### src/rtl/fetch_pkg.sv
// Shared definitions for the instruction fetch PC unit:
// the fetch state encoding and instruction sizing constants.
package fetch_pkg;

    typedef enum logic [1:0] {
        REQ_S  = 2'd0,  // presenting a fetch request at the current PC
        WAIT_S = 2'd1,  // request accepted, waiting for its response
        HOLD_S = 2'd2,  // instruction held for decode until handoff
        DROP_S = 2'd3   // waiting to swallow the response of a squashed request
    } fetch_state_t;

    localparam int INSTR_BYTES = 4;
    localparam int PERF_WIDTH  = 32;

endpackage

### src/rtl/perf_counter.sv
// Saturating event counter: increments by one per enabled cycle and
// sticks at all-ones instead of wrapping.
module perf_counter #(
    parameter int Width = 32
) (
    input  logic             clk,
    input  logic             rst,
    input  logic             en,
    output logic [Width-1:0] count
);

    logic [Width-1:0] count_q;
    logic [Width-1:0] count_d;

    // Next count: add one when enabled unless already saturated.
    always_comb begin
        count_d = count_q;
        if (en && (count_q != {Width{1'b1}})) begin
            count_d = count_q + Width'(1);
        end
    end

    // Counter register with synchronous clear.
    always_ff @(posedge clk) begin
        if (rst) begin
            count_q <= '0;
        end else begin
            count_q <= count_d;
        end
    end

    assign count = count_q;

endmodule

### src/rtl/fetch_pc_unit.sv
// Instruction fetch PC unit: issues one instruction memory request at a
// time, captures the response, and hands it to decode with its PC.
// Branch redirects squash whatever is in flight and restart at the target.
// Optional macro FETCH_PERF_EN adds saturating redirect and
// stall-cycle performance counters on two extra output ports.
module fetch_pc_unit
    import fetch_pkg::*;
#(
    parameter int                  WordSize    = 32,
    parameter logic [WordSize-1:0] ResetVector = '0
) (
    input  logic                clk,
    input  logic                rst,
    input  logic                redirect_valid,
    input  logic [WordSize-1:0] redirect_addr,
    input  logic                stall,
    output logic                imem_req_valid,
    input  logic                imem_req_ready,
    output logic [WordSize-1:0] imem_req_addr,
    input  logic                imem_resp_valid,
    input  logic [WordSize-1:0] imem_resp_data,
    output logic                if_valid,
    output logic [WordSize-1:0] if_pc,
    output logic [WordSize-1:0] if_instr,
    input  logic                if_ready
`ifdef FETCH_PERF_EN
    ,
    output logic [PERF_WIDTH-1:0] perf_redirects,
    output logic [PERF_WIDTH-1:0] perf_stall_cycles
`endif
);

    // Redirect targets are forced onto an instruction boundary.
    localparam logic [WordSize-1:0] AlignMask = ~WordSize'(INSTR_BYTES - 1);

    fetch_state_t        state_q;
    fetch_state_t        state_d;
    logic [WordSize-1:0] pc_q;
    logic [WordSize-1:0] pc_d;
    logic [WordSize-1:0] instr_q;
    logic [WordSize-1:0] instr_d;

    logic [WordSize-1:0] redirect_tgt;
    logic [WordSize-1:0] pc_plus;
    logic                handoff_ok;

    assign redirect_tgt = redirect_addr & AlignMask;
    assign pc_plus      = pc_q + WordSize'(INSTR_BYTES);
    assign handoff_ok   = if_ready && !stall;

    // Next-state, next-PC and instruction-capture decisions.
    always_comb begin
        state_d = state_q;
        pc_d    = pc_q;
        instr_d = instr_q;
        case (state_q)
            REQ_S: begin
                if (redirect_valid) begin
                    // An accepted request at the old PC must have its response swallowed.
                    pc_d    = redirect_tgt;
                    state_d = imem_req_ready ? DROP_S : REQ_S;
                end else if (imem_req_ready) begin
                    state_d = WAIT_S;
                end
            end
            WAIT_S: begin
                if (imem_resp_valid && redirect_valid) begin
                    pc_d    = redirect_tgt;
                    state_d = REQ_S;
                end else if (imem_resp_valid) begin
                    instr_d = imem_resp_data;
                    state_d = HOLD_S;
                end else if (redirect_valid) begin
                    pc_d    = redirect_tgt;
                    state_d = DROP_S;
                end
            end
            HOLD_S: begin
                // A redirect beats the handoff and drops the held instruction.
                if (redirect_valid) begin
                    pc_d    = redirect_tgt;
                    state_d = REQ_S;
                end else if (handoff_ok) begin
                    pc_d    = pc_plus;
                    state_d = REQ_S;
                end
            end
            DROP_S: begin
                if (redirect_valid) begin
                    pc_d = redirect_tgt;
                end
                if (imem_resp_valid) begin
                    state_d = REQ_S;
                end
            end
            default: begin
                state_d = REQ_S;
            end
        endcase
    end

    // State, PC and instruction registers; reset abandons any request in flight.
    always_ff @(posedge clk) begin
        if (rst) begin
            state_q <= REQ_S;
            pc_q    <= ResetVector;
            instr_q <= '0;
        end else begin
            state_q <= state_d;
            pc_q    <= pc_d;
            instr_q <= instr_d;
        end
    end

    assign imem_req_valid = (state_q == REQ_S) && !rst;
    assign imem_req_addr  = pc_q;
    assign if_valid       = (state_q == HOLD_S) && !rst;
    assign if_pc          = pc_q;
    assign if_instr       = instr_q;

`ifdef FETCH_PERF_EN
    logic stall_cycle;

    // A held instruction that decode could not take this cycle.
    assign stall_cycle = (state_q == HOLD_S) && !redirect_valid && !handoff_ok;

    perf_counter #(.Width(PERF_WIDTH)) u_perf_redirects (
        .clk   (clk),
        .rst   (rst),
        .en    (redirect_valid),
        .count (perf_redirects)
    );

    perf_counter #(.Width(PERF_WIDTH)) u_perf_stalls (
        .clk   (clk),
        .rst   (rst),
        .en    (stall_cycle),
        .count (perf_stall_cycles)
    );
`endif

endmodule

### config.mk
export PLATFORM = sky130hd
export DESIGN_NAME = fetch_pc_unit
export DESIGN_NICKNAME = d
export VERILOG_FILES = /design/src/rtl/fetch_pkg.sv /design/src/rtl/perf_counter.sv /design/src/rtl/fetch_pc_unit.sv
export SDC_FILE = /design/constraint.sdc
export NUM_CORES = 1
export LEC_CHECK = 0
export BUFFER_PORTS_ARGS = -buffer_cell sky130_fd_sc_hd__buf_2
export CORE_MARGIN = 2
export CORE_UTILIZATION = 47
export CTS_BUF_LIST = sky130_fd_sc_hd__clkbuf_4
export CTS_CLUSTER_DIAMETER = 150
export DETAILED_ROUTE_END_ITERATION = 10
export PLACE_DENSITY = 0.85
export SLEW_MARGIN = 20
export SYNTH_ARGS = -nofsm -noshare
export SYNTH_HDL_FRONTEND = slang
export SYNTH_SLANG_ARGS = --single-unit
### constraint.sdc
create_clock -name clk -period 2.5 [get_ports clk]
set_clock_uncertainty 0.2 [all_clocks]
set_input_delay 0.5 -clock clk [delete_from_list [all_inputs] [get_ports clk]]
set_output_delay 0.5 -clock clk [all_outputs]
set_load 0.005 [all_outputs]
; Word-level counts from Yosys, hierarchy flattened
; Index checks and enable logic that the tools add are counted.
[totals]
output_inout_bits = 98
ff_bits = 66
input_bits = 71
wordCells = 40
[op_classes]
n_addsub = 1
bitwise_logic = 1
eq_ne = 8
n_reduce_logical = 11
n_mux = 16
[op_table]
columns = cell, n
row1 = 2-to-1 mux 32 bit, 5
row2 = case mux 32 bit (3 select lines), 1
row3 = "adder 32 x 3 -> 32 bit, second input constant", 1
row4 = 2-to-1 mux 2 bit, 9
row5 = "!= test 3 bit, second input constant", 3
row6 = case mux 2 bit (4 select lines), 1
row7 = "equality test 2 bit, second input constant", 2
row8 = logical AND 1 bit, 4
row9 = "!= test 4 bit, second input constant", 1
row10 = AND reduction 4 bit, 1
row11 = AND reduction 3 bit, 1
row12 = "equality test 2 x 1 -> 1 bit, second input constant", 1
row13 = zero test 1 bit, 2
row14 = zero test 2 bit, 1
row15 = "!= test 2 bit, second input constant", 1
row16 = AND reduction 2 bit, 1
row17 = OR reduction 2 bit, 1
row18 = inverter 1 bit, 1

; Logic depth before layout (Yosys ltp)
[depth]
word_depth = 5
ltp_mapped = 9
ltp_nobuf = 7

; Worst setup path after synthesis
; Ideal clock, no wire load.
[synth_path]
path_kind = register to register
from = register pc_q[2], in the netlist if_pc[2]
to = register pc_q[18], in the netlist if_pc[18]
slack_ps = 221
period_less_slack_ps = 2279
n_path_buf = 1
arrival_ps = 2003
required_ps = 2224
setup_ps = 76
path_stages_with_launch = 8
cell_sequence = dfxtp_1 -> ha_1 -> nand4_2 -> or4_1 -> clkbuf_2 -> a2111oi_0 -> nor2_1 -> o22ai_1
[synth_between]
elab_chain_cells = 4
[synth_lines]
columns = element, line
row1 = "start, declared", fetch_pc_unit.sv:38  ; logic [WordSize-1:0] pc_q;
row2 = "start signal, assigned", fetch_pc_unit.sv:106  ; pc_q <= ResetVector;
row3 = "start signal, assigned", fetch_pc_unit.sv:110  ; pc_q <= pc_d;
row4 = adder 32 x 3 -> 32 bit, fetch_pc_unit.sv:48  ; assign pc_plus = pc_q + WordSize'(INSTR_BYTES);
row5 = 2-to-1 mux 32 bit, fetch_pc_unit.sv:83  ; end else if (handoff_ok) begin
row6 = 2-to-1 mux 32 bit, fetch_pc_unit.sv:80  ; if (redirect_valid) begin
row7 = case mux 32 bit (3 select lines), fetch_pc_unit.sv:56  ; case (state_q)
; Every way passes these cells. The select of a mux whose other input is x is not followed.
; A chain may end at the register's enable or synchronous reset.

; Worst setup path in the final report
[layout_path]
from = register state_q[1]
to = register pc_q[22], in the netlist if_pc[22]
[layout_between]
elab_chain_cells = 3
elab_cells_between_ends = 9
classes_between = 5 x eq/ne / 1 x mux / 3 x reduce/logical
[layout_lines]
columns = element, line
row1 = "start, declared", fetch_pc_unit.sv:36  ; fetch_state_t state_q;
row2 = "start signal, assigned", fetch_pc_unit.sv:109  ; state_q <= state_d;
row3 = equality test 2 bit (tied with other cells), fetch_pc_unit.sv:56
row4 = OR reduction 2 bit (no line) or != test 3 bit (tied branches), -
row5 = case mux 32 bit (3 select lines) or AND reduction 2 bit (tied branches), -
; Parallel ways exist; a longest one is shown, timed or not.

==> run metrics <==
diode count=0; first-pass GRT wire length=18,100 µm; most common cell in the netlist=nand2_1; Seq/Total Area, Yosys=35.9%; layout cells sized above 1=35.7%; GR Util met3=7.16%; Worst Path Required=2.65 ns; synth unique cells=56; Antenna Nets Post-Route=0; prevailing post-synth register cell=dfxtp_1; initial antenna violation count=0; Clock Latency Late Sink=0.42 ns; RSZ-0062 raised after global routing=false; CP max FO=13; Detailed Routing Iterations Pass 1=5; pwr dens=764 nW/µm²; # setup viols final=0; Final Util=62.1%; CP arrival=2.47 ns; fin crit period=2.31 ns; Setup WS pre-CTS=0.117 ns; YS warnings=0; nets@finish=702; Final Power=0.00363 W; Core Box Area=7650 µm²; top-area cell type share of the netlist area=35.9%; Synth Cell Area=3680 µm²; # rows=32; status=complete, no violations; Worst-path clk slew=0.12 ns; vias in the first global route=3,855; Die H=92.5 µm; asr flop ratio synth=0%; DRC=0; CP Launch Type=flop; fin crit share=92.6%; flop-to-flop setup slack=0.19 ns; final wirelength=11,300 µm; Fill cells=710; DPL Wire Length=8410 µm; crit end category=flop; Initial Util=48.2%; Post-synth top cells=nand2_1, dfxtp_1, a21oi_1, buf_4, nor2_1; WL per Instance=15.5 µm; Clock Root Buffer=clkbuf_4; maximum clock insertion buffer count=2; largest net degree at the start of global routing=33; RR Endpoint=if_pc[22]; total gr overflow=0; Post-Syn Instances=477; fmax=0.432 GHz; Net Count, Synth=553; Most Crowded Layer GR=met2; Worst Min Path Start=imem_resp_data[14]; Die Footprint=8560 µm²; hold depth=3; M2 GR Usage=46.7%; worst reg2reg path startpoint=state_q[1]; Final Slew Violations=0; Max Cap Viol=0; clock sinks=66; Worst Hold Class=in -> reg; depth of the CTS H-tree=3; Yosys reg bits=66; final hold viol count=0; synth top area cells=dfxtp_1, nand2_1, a21oi_1; I/O Buffers=166; Peak VDD IR=0.000484 V; Synth area leader=dfxtp_1; DR vias=4,111; Min-Delay Endpoint=if_instr[14]; PnR worst setup slack=0.186 ns; number of enable flip-flop cells after synthesis=0; Setup Buffers After CTS=0; CP Class=reg -> reg; CTS tree=built; Syn Area/Cell=7.72 µm²; Vias/cell=5.61; IO Count=169; Initial DRC Count=237; Num CTS Buffers=9; GPL Wtd Cong=0.944; cells on worst reg2reg path=7; headroom to the max-slew limit=68.5%; Worst-Margin Slew=0.468 ns; GR met1 Demand/Resource=30.8%; Leakage=2.13 nW; setup TNS=0 ns; GRT Resource Usage Total=26.3%; Hold WS=0.0945 ns; Die W=92.5 µm; P&R area growth vs syn=29.1%
==> repair_timing <==
item | CTS | global route
endpoints found under the setup margin | 0 | 5
resized for setup | 0 | 3
hold buffers | 0 | 0
hold endpoints to repair | 0 | 0
==> worst max-delay path: stages (launching register included) <==
cell and delay (ns):
dfxtp_1 0.39, inv_1 0.08, ha_1 0.29, or3b_2 0.66, nor2_1 0.20, a32o_1 0.18, a21oi_1 0.06, nor3_1 0.18
==> state kept, by name, summed over array words and instances, names as in the netlist <==
register / cells
if_pc: 32
if_instr: 32
state_q: 2
==> routing by layer <==
| layer | share of wire [%] | vias up | routed length, µm |
|---|---|---|---|
| met3 | 9.6 | 22 | 1090 |
| li1 | - | 1989 | - |
| met2 | 50 | 207 | 5640 |
| met4 | 1.5 | 0 | 172 |
| met5 | 0 | - | 0 |
| met1 | 39 | 1893 | 4430 |
==> per-stage QoR <==
step / cells / area (µm²)
finish: 733 / 4750
floorplan: 477 / 3680
CTS: 733 / 4740
global placement: 717 / 4560
global route: 733 / 4750
detailed placement: 717 / 4560
==> how the worst max path moves through the flow <==
stage	from	endpoint	slack [ns]	depth (start not counted)
finish	state_q[1]	if_pc[22]	0.19	7
global route	if_pc[5]	if_pc[21]	0.02	5
CTS	state_q[1]	if_pc[21]	0.11	8
detailed placement	state_q[1]	if_pc[21]	0.12	8
global placement	if_pc[2]	if_pc[20]	0.18	6
floorplan	if_pc[2]	if_pc[18]	0.22	7
==> cells by family after synthesis <==
group                    count (synthesis)  share of synthesized area (%)
flip-flops                              66                           35.9
buffers and inverters                   70                           10.5
adder cells (fa/ha/maj)                  5                           1.70
AND/OR/NAND/NOR                        175                           23.1
AO/OA/AOI/OAI                          152                           26.3
multiplexers                             9                           2.48
==> area by class of cell <==
class | instances | area [µm²] | area share [%]
multi-input cells | 341 | 1990 | 41.8
flip-flops and latches | 66 | 1320 | 27.8
repair buffers | 197 | 1090 | 22.9
well taps | 102 | 128 | 2.69
clock inverters | 7 | 118 | 2.47
clock buffers | 9 | 67.6 | 1.42
inverters | 11 | 41.3 | 0.869
==> power breakdown <==
part	switching (W)	internal (W)	leakage, nW
Sequential	0.000151	0.00118	0.537
Clock	0.000421	0.000504	0.0898
Combinational	0.000761	0.000610	1.50
Total	0.00133	0.00230	2.13
==> placed cells by master (no fill, tap or decap), types with 3 or more instances in the layout <==
master       n
a22oi_1     17
nor4_1       5
nor2b_1      4
nand3_1     14
nand2b_1     5
dfxtp_1     66
a21oi_1     61
o22ai_1     12
ha_1         5
and3_1       3
inv_1       11
nand2_1     85
nand4_1      4
a32oi_1      3
a211oi_1     6
a311oi_1     5
a32o_1       4
bufinv_16    3
buf_2      166
a21o_1       4
nor3_1       7
o31ai_1      3
o211ai_1     4
mux2i_1      8
o21a_1       4
buf_4       29
clkbuf_4     9
and2_1       4
nor2_1      26
nor3b_1      3
o21ai_0     15
No activity file was read; power rests on OpenSTA's default activity.
